$ cat config.mk
export PLATFORM = sky130hd
export DESIGN_NAME = brick_scanner
export DESIGN_NICKNAME = d
export VERILOG_FILES = /design/src/rtl/brick_pkg.sv /design/src/rtl/brick_store.sv /design/src/rtl/brick_scanner.sv
export SDC_FILE = /design/constraint.sdc
export NUM_CORES = 1
export LEC_CHECK = 0
export CORE_MARGIN = 5
export CORE_UTILIZATION = 35
export CTS_CLUSTER_SIZE = 16
export DETAILED_ROUTE_END_ITERATION = 16
export PLACE_DENSITY = 0.55
export SYNTH_ARGS = -nofsm -noshare
export SYNTH_HDL_FRONTEND = slang
export SYNTH_SLANG_ARGS = --single-unit
$ cat constraint.sdc
create_clock -name clock -period 4.3 [get_ports clock]
set_input_delay 0.86 -clock clock [delete_from_list [all_inputs] [get_ports clock]]
set_output_delay 0.86 -clock clock [all_outputs]
set_load 0.01 [all_outputs]
$ cat src/rtl/brick_pkg.sv
// Shared geometry, state encoding and colour-table constants for the brick scanner.
package brick_pkg;

    localparam int DEF_COLS  = 10;
    localparam int DEF_ROWS  = 4;
    localparam int DEF_X0    = 0;
    localparam int DEF_Y0    = 10;
    localparam int BRICK_W   = 16;
    localparam int BRICK_H   = 4;
    localparam int ROW_PITCH = BRICK_H + 1;

    localparam logic [1:0] COLL_NONE = 2'b00;
    localparam logic [1:0] COLL_V    = 2'b01;
    localparam logic [1:0] COLL_H    = 2'b10;
    localparam logic [1:0] COLL_HV   = 2'b11;

    typedef enum logic [2:0] {
        S_IDLE,
        S_SCAN,
        S_DRAIN,
        S_ERASE,
        S_DONE
    } state_e;

    // Top rows are the toughest bricks; everything below row 2 starts at colour 1.
    function automatic logic [2:0] row_colour(input int row);
        case (row)
            0:       return 3'd4;
            1:       return 3'd3;
            2:       return 3'd2;
            default: return 3'd1;
        endcase
    endfunction

    function automatic logic [7:0] brick_x(input int x0, input int col);
        return 8'(x0 + col * BRICK_W);
    endfunction

    function automatic logic [6:0] brick_y(input int y0, input int row);
        return 7'(y0 + row * ROW_PITCH);
    endfunction

endpackage

$ cat src/rtl/brick_store.sv
// Brick colour register file: one combinational read port, one write port, whole-table reload.
module brick_store
    import brick_pkg::*;
#(
    parameter int COLS = DEF_COLS,
    parameter int ROWS = DEF_ROWS
)(
    input  logic       clock,
    input  logic       resetn,
    input  logic       restore_i,
    input  logic [5:0] rd_idx_i,
    output logic [2:0] rd_colour_o,
    input  logic       wr_en_i,
    input  logic [5:0] wr_idx_i,
    input  logic [2:0] wr_colour_i
);

    localparam int N = COLS * ROWS;

    logic [2:0] colour_q [N];

    always_ff @(posedge clock or negedge resetn) begin
        if (!resetn) begin
            for (int i = 0; i < N; i++) colour_q[i] <= row_colour(i / COLS);
        end else if (restore_i) begin
            for (int i = 0; i < N; i++) colour_q[i] <= row_colour(i / COLS);
        end else if (wr_en_i) begin
            colour_q[wr_idx_i] <= wr_colour_i;
        end
    end

    assign rd_colour_o = colour_q[rd_idx_i];

endmodule

$ cat src/rtl/brick_scanner.sv
// Walks every brick past the collision detector, clears the first hit and hands the redraw to the VGA writer.
// Define BRICK_DURABLE_EN to make hit bricks lose one colour step instead of vanishing.
module brick_scanner
    import brick_pkg::*;
#(
    parameter int COLS = DEF_COLS,
    parameter int ROWS = DEF_ROWS,
    parameter int X0   = DEF_X0,
    parameter int Y0   = DEF_Y0
)(
    input  logic        clock,
    input  logic        resetn,
    input  logic        start,
    input  logic        restore,
    input  logic [1:0]  brick_collision,
    output logic [18:0] brick_out,
    output logic        enable_brick_detector,
    output logic        busy,
    output logic        scan_done,
    output logic        hit,
    output logic [1:0]  hit_dir,
    output logic        erase_valid,
    input  logic        erase_ready,
    output logic [7:0]  erase_x,
    output logic [6:0]  erase_y,
    output logic [2:0]  erase_colour,
    output logic [5:0]  bricks_left
);

    localparam int N  = COLS * ROWS;
    localparam int CW = (COLS > 1) ? $clog2(COLS) : 1;
    localparam int RW = (ROWS > 1) ? $clog2(ROWS) : 1;

    state_e        state_q, state_d;
    logic [5:0]    idx_q, prev_idx_q, hit_idx_q;
    logic [CW-1:0] col_q, prev_col_q, hit_col_q;
    logic [RW-1:0] row_q, prev_row_q, hit_row_q;
    logic          found_q;
    logic [1:0]    hit_code_q;
    logic [5:0]    left_q;

    logic       accept_start, sample_window, capture, transfer;
    logic [5:0] rd_idx;
    logic [2:0] cur_colour, new_colour;

    // The detector reply lags one cycle, so the brick it refers to is the one held in prev_*.
    assign accept_start  = (state_q == S_IDLE) && start && !restore;
    assign sample_window = ((state_q == S_SCAN) && (idx_q != '0)) || (state_q == S_DRAIN);
    assign capture       = sample_window && !found_q && (brick_collision != COLL_NONE);
    assign transfer      = (state_q == S_ERASE) && erase_ready;
    assign rd_idx        = (state_q == S_ERASE) ? hit_idx_q : idx_q;

`ifdef BRICK_DURABLE_EN
    assign new_colour = (cur_colour > 3'd1) ? (cur_colour - 3'd1) : 3'd0;
`else
    assign new_colour = 3'd0;
`endif

    brick_store #(
        .COLS(COLS),
        .ROWS(ROWS)
    ) u_store (
        .clock       (clock),
        .resetn      (resetn),
        .restore_i   (restore && (state_q == S_IDLE)),
        .rd_idx_i    (rd_idx),
        .rd_colour_o (cur_colour),
        .wr_en_i     (transfer),
        .wr_idx_i    (hit_idx_q),
        .wr_colour_i (new_colour)
    );

    always_ff @(posedge clock or negedge resetn) begin
        if (!resetn) state_q <= S_IDLE;
        else         state_q <= state_d;
    end

    always_comb begin
        state_d = state_q;
        unique case (state_q)
            S_IDLE:  if (accept_start) state_d = S_SCAN;
            S_SCAN:  if (idx_q == 6'(N - 1)) state_d = S_DRAIN;
            S_DRAIN: state_d = (found_q || capture) ? S_ERASE : S_DONE;
            S_ERASE: if (erase_ready) state_d = S_DONE;
            S_DONE:  state_d = S_IDLE;
            default: state_d = S_IDLE;
        endcase
    end

    always_ff @(posedge clock or negedge resetn) begin
        if (!resetn) begin
            idx_q      <= '0;
            col_q      <= '0;
            row_q      <= '0;
            prev_idx_q <= '0;
            prev_col_q <= '0;
            prev_row_q <= '0;
            hit_idx_q  <= '0;
            hit_col_q  <= '0;
            hit_row_q  <= '0;
            found_q    <= 1'b0;
            hit_code_q <= COLL_NONE;
        end else begin
            if (accept_start) begin
                idx_q      <= '0;
                col_q      <= '0;
                row_q      <= '0;
                found_q    <= 1'b0;
                hit_code_q <= COLL_NONE;
            end else if (state_q == S_SCAN) begin
                prev_idx_q <= idx_q;
                prev_col_q <= col_q;
                prev_row_q <= row_q;
                idx_q      <= idx_q + 6'd1;
                if (int'(col_q) == COLS - 1) begin
                    col_q <= '0;
                    row_q <= row_q + RW'(1);
                end else begin
                    col_q <= col_q + CW'(1);
                end
            end
            if (capture) begin
                found_q    <= 1'b1;
                hit_code_q <= brick_collision;
                hit_idx_q  <= prev_idx_q;
                hit_col_q  <= prev_col_q;
                hit_row_q  <= prev_row_q;
            end
        end
    end

    // Only a brick that actually drops to background leaves the count; durable steps do not.
    always_ff @(posedge clock or negedge resetn) begin
        if (!resetn) begin
            left_q <= 6'(N);
        end else if ((state_q == S_IDLE) && restore) begin
            left_q <= 6'(N);
        end else if (transfer && (cur_colour != 3'd0) && (new_colour == 3'd0) && (left_q != '0)) begin
            left_q <= left_q - 6'd1;
        end
    end

    assign busy                  = (state_q != S_IDLE);
    assign enable_brick_detector = (state_q == S_SCAN);
    assign brick_out             = enable_brick_detector
                                 ? {brick_x(X0, int'(col_q)), 1'b0, brick_y(Y0, int'(row_q)), cur_colour}
                                 : '0;
    assign scan_done             = (state_q == S_DONE);
    assign hit                   = found_q;
    assign hit_dir               = hit_code_q;
    assign erase_valid           = (state_q == S_ERASE);
    assign erase_x               = erase_valid ? brick_x(X0, int'(hit_col_q)) : '0;
    assign erase_y               = erase_valid ? brick_y(Y0, int'(hit_row_q)) : '0;
    assign erase_colour          = erase_valid ? new_colour : '0;
    assign bricks_left           = left_q;

endmodule

==> results list <==
- Fill cell instance count of the final layout: 2297
- In this run the core area contains 56 standard-cell rows.
* EDFF count, synth: 0
* Source-to-sink clock delay at the later pin of the worst-skew pair: 0.44 ns
- The floorplan step set the die height to 164.5 µm.
- In this run the cell area of the synthesized design comes to 8349 µm².
- The final max-slew violation count is 0.
- H-tree depth: 4
- Worst hold path depth: 2
- Number of cells produced by synthesis: 868
* Count of endpoints failing hold in the final timing report: 0
* Final weighted congestion in routability-driven placement: 0.8888
- The wire-length estimate of the detail-placed layout is 15.84 mm.
* Overall die area: 27040 µm²
* Maximum number of pins on one net before global-route repair: 121
* Global route overflow: 0
- Worst slack, placed: 0.3327 ns
- Share of synthesized cell area in full adder, half adder and majority cells: 1.499%
* Synth Area per Inst: 9.619 µm²
- In this run the power density over the cells is 650.8 nW/µm².
* Fraction of registers with async set/reset: 100.0%
* DR iter-0 viols: 482
- After layout, the worst path uses 96.83% of the clock period.
* Hold-fix buffers, CTS: 0
- In the global route stage, overall resource usage came out at 17.80%.
- Root cell of the clock tree: sky130_fd_sc_hd__clkbuf_16
- CTS tree: yes
- Setup-failing EPs final: 0
- Shortest period the worst path allows: 4.164 ns
- Counting flops and latches in the post-synthesis netlist gives 168.
- VDD IR-drop max: 580.1 µV
* Share of the synthesized area in compound gates (AO/OA/AOI/OAI): 9.096%
- Worst endpoint data arrival time: 3.30 ns
* Die boundary width: 164.5 µm
- On the final layout, the worst clock skew is 0.01339 ns.
- Status: complete, no violations
* Length of the first detailed-routing pass in iterations: 5
- Least setup slack across all paths after layout: 0.1364 ns
* Worst hold-check path type: flip-flop to flip-flop
- During I/O placement, the number of pins put on the boundary was 57.
* Area growth from synthesis to layout: 18.19%
- Summing the areas of all xor and xnor instances in the mapped netlist gives 0.6294% of the synthesized area.
- Effective utilization at floorplan: 35.57%
* Final #Nets: 928
* Via count normalized by instance count: 5.159
- Leakage power of the design: 4.777 nW
* Total number of clock tree sinks: 168
* Area of the placeable core: 23470 µm²
- The clock passes through at most 2 buffers.
- Simple-gate portion of the synthesized area: 24.76%
* Largest cells by area after synthesis: sky130_fd_sc_hd__dfrtp_1 35%, sky130_fd_sc_hd__dfstp_2 16%, sky130_fd_sc_hd__nand2_1 9.8%
- Timing would allow up to 240.2 MHz.
* Average wire per standard cell: 18.62 µm
- Among all flip-flop cells after synthesis, the most frequent one is sky130_fd_sc_hd__dfrtp_1.
- The first global-routing pass estimated 37.37 mm of wire.
- Critical path startpoint category: flip-flop
- Dominant combinational cell family by area after synthesis: simple AND/OR/NAND/NOR gates
- Measured in cells, the most critical reg-to-reg path has a length of 12.
- Share of the synthesized area in the top cell type: 34.77%
* N_diodes: 0
* Slew of the pin with the lowest slew margin: 1.139 ns
* Max-cap violation count: 0
* R2r startpoint: state_q[1]$_DFFE_PN0P_
- After clock tree synthesis, the clock-pin slew on the worst setup and hold paths is 0.07 ns.
* Worst slew margin relative to its limit: 24.10%
- The design draws 6.423 mW.
- The path with the worst hold slack has its endpoint at u_store.colour_q[66]$_DFFE_PN1P_.
- The number of antenna violations at the first check in global routing came to 0.
- After synthesis, the share of cell area in mux cells is 7.793%.
- Yosys mapped the design onto 68 distinct sky130hd cell types.
- Post-route DRC: 0
- Vias in the first global route: 6533
- Worst Path Class, Setup: flip-flop to primary output
- Library cell with the highest instance count after synthesis: sky130_fd_sc_hd__nand2_1
- The post-route netlist has 17.86% of its cells at a drive strength greater than 1.
- For this run, the register share of the synthesized area comes to 51.13%.
- Buffers inserted during clock tree synthesis total 17.
- The endpoint identified for the worst register-to-register timing path is bricks_left[3]$_DFFE_PN1P_.
- By count the netlist is led by 217 x sky130_fd_sc_hd__nand2_1, 116 x sky130_fd_sc_hd__dfrtp_1, 70 x sky130_fd_sc_hd__and3_1.
- sky130_fd_sc_hd__dfrtp_1 takes more of the synthesized area than any other cell.
- Port buffering added 40 buffers.
- At the worst endpoint, the required time is 3.44 ns.
- Across all layers, the routed design uses 6413 vias.
- Number of warnings issued by yosys: 0
- Wires add up to 23.14 mm.
- In this run the most critical hold path is launched from u_store.colour_q[66]$_DFFE_PN1P_.
- STA classifies the critical path endpoint as a primary output.
- Worst-case register-to-register setup slack: 0.88 ns
- Of all nets on the critical path, the largest fanout is 17.
* Routed Antenna Nets: 0
[per-layer routing]
metal / global-route usage [%] / part of all wire (%) / vias to the layer above
met1: 25.24 / 47 / 3149
met4: 4.877 / 1.4 / 0
met3: 3.469 / 5.4 / 25
met5: 0 / 0 / -
li1: - / - / 3045
met2: 28.01 / 46 / 194
[worst max-delay path, stage by stage (launching register included)]
cell	delay [ns]
sky130_fd_sc_hd__dfrtp_1	0.40
sky130_fd_sc_hd__buf_4	0.20
sky130_fd_sc_hd__and4b_2	0.30
sky130_fd_sc_hd__a21o_4	0.15
sky130_fd_sc_hd__buf_12	0.20
sky130_fd_sc_hd__mux2i_1	0.31
sky130_fd_sc_hd__a22oi_1	0.14
sky130_fd_sc_hd__a22oi_1	0.18
sky130_fd_sc_hd__nand4_1	0.25
sky130_fd_sc_hd__and2_1	0.25
sky130_fd_sc_hd__clkdlybuf4s50_1	0.48
[cells in the final DEF, fill, tap and decap left out, drive strengths merged, types with 11 or more instances in the layout]
cell           count
mux2i             44
dfrtp            116
a21oi             26
and2              16
conb              16
clkdlybuf4s50     37
o21ai             13
clkbuf            18
nand2            217
inv               22
and3              70
nor2              51
dfstp             52
nand2b            11
buf               38
nand3             17
nor3              15
mux2              18
[state kept, by name, indices dropped and copies added, names as in the netlist]
| signal | flops |
|---|---|
| hit_dir | 2 |
| bricks_left | 6 |
| state_q | 3 |
| hit_row_q | 2 |
| prev_row_q | 2 |
| idx_q | 6 |
| prev_col_q | 4 |
| hit_idx_q | 6 |
| row_q | 2 |
| hit_col_q | 4 |
| u_store.colour_q | 120 |
| col_q | 4 |
| prev_idx_q | 6 |
| hit | 1 |
[layout make-up]
class                           instances  area [µm²]  area share [%]
Tap cell                              319       399.1           4.045
Multi-Input combinational cell        633        3789           38.39
Clock buffer                           17       425.4           4.311
Timing Repair Buffer                   78       745.7           7.557
Clock inverter                         15       178.9           1.813
Inverter                               13       61.31          0.6213
Sequential cell                       168        4269           43.26
[worst max path at each step]
| stage | start | end | slack, ns | cells past startpoint |
|---|---|---|---|---|
| floorplan | state_q[0]$_DFFE_PN0P_ | brick_out[1] | 1.26 | 10 |
| CTS | state_q[2]$_DFFE_PN0P_ | brick_out[0] | 0.02 | 11 |
| detailed placement | state_q[2]$_DFFE_PN0P_ | brick_out[1] | 0.33 | 10 |
| global placement | state_q[2]$_DFFE_PN0P_ | brick_out[1] | 0.34 | 10 |
| finish | state_q[1]$_DFFE_PN0P_ | brick_out[2] | 0.14 | 10 |
| global route | state_q[1]$_DFFE_PN0P_ | brick_out[2] | -0.01 | 10 |
[report_power, final]
part / leakage [nW] / switching, mW / internal (mW)
combinational: 2.35 / 1.64 / 1.12
sequential: 2.14 / 0.242 / 1.83
clock: 0.292 / 0.716 / 0.881
[repair_timing]
action | 4_1_cts | 5_1_grt
gates resized for setup | 8 | 11
pin swaps | 2 | 4
buffers inserted | 1 | 7
hold endpoints to repair | 0 | 0
setup endpoints to repair | 3 | 3
gates cloned | 0 | 1
[logic make-up (layout without fill, tap and decap cells)]
| logic type | Yosys count | count (layout) |
|---|---|---|
| xor+xnor | 6 | 6 |
| buf+inv | 82 | 123 |
| simple gates | 433 | 433 |
| fa+ha+maj | 10 | 10 |
| mux | 62 | 62 |
| compound gates | 106 | 106 |
| other cells | 1 | 16 |
| flops | 168 | 168 |
[stage by stage]
stage | setup TNS (ns) | std cells | cell area (µm²) | utilization (%) | hold slack [ns]
final | 0 | 1243 | 9868 | 42.04 | 0.4577
after global routing | -0.01034 | 1243 | 9868 | 42.04 | 0.4682
after CTS | 0 | 1235 | 9746 | 41.52 | 0.4597
after detailed placement | 0 | 1202 | 9101 | 38.77 | 0.4485
after global placement | 0 | 1202 | 9101 | 38.77 | 0.4453
after floorplan | 0 | 883 | 8406 | - | 0.4360
Note: power is estimated with default switching activity, not from simulation.
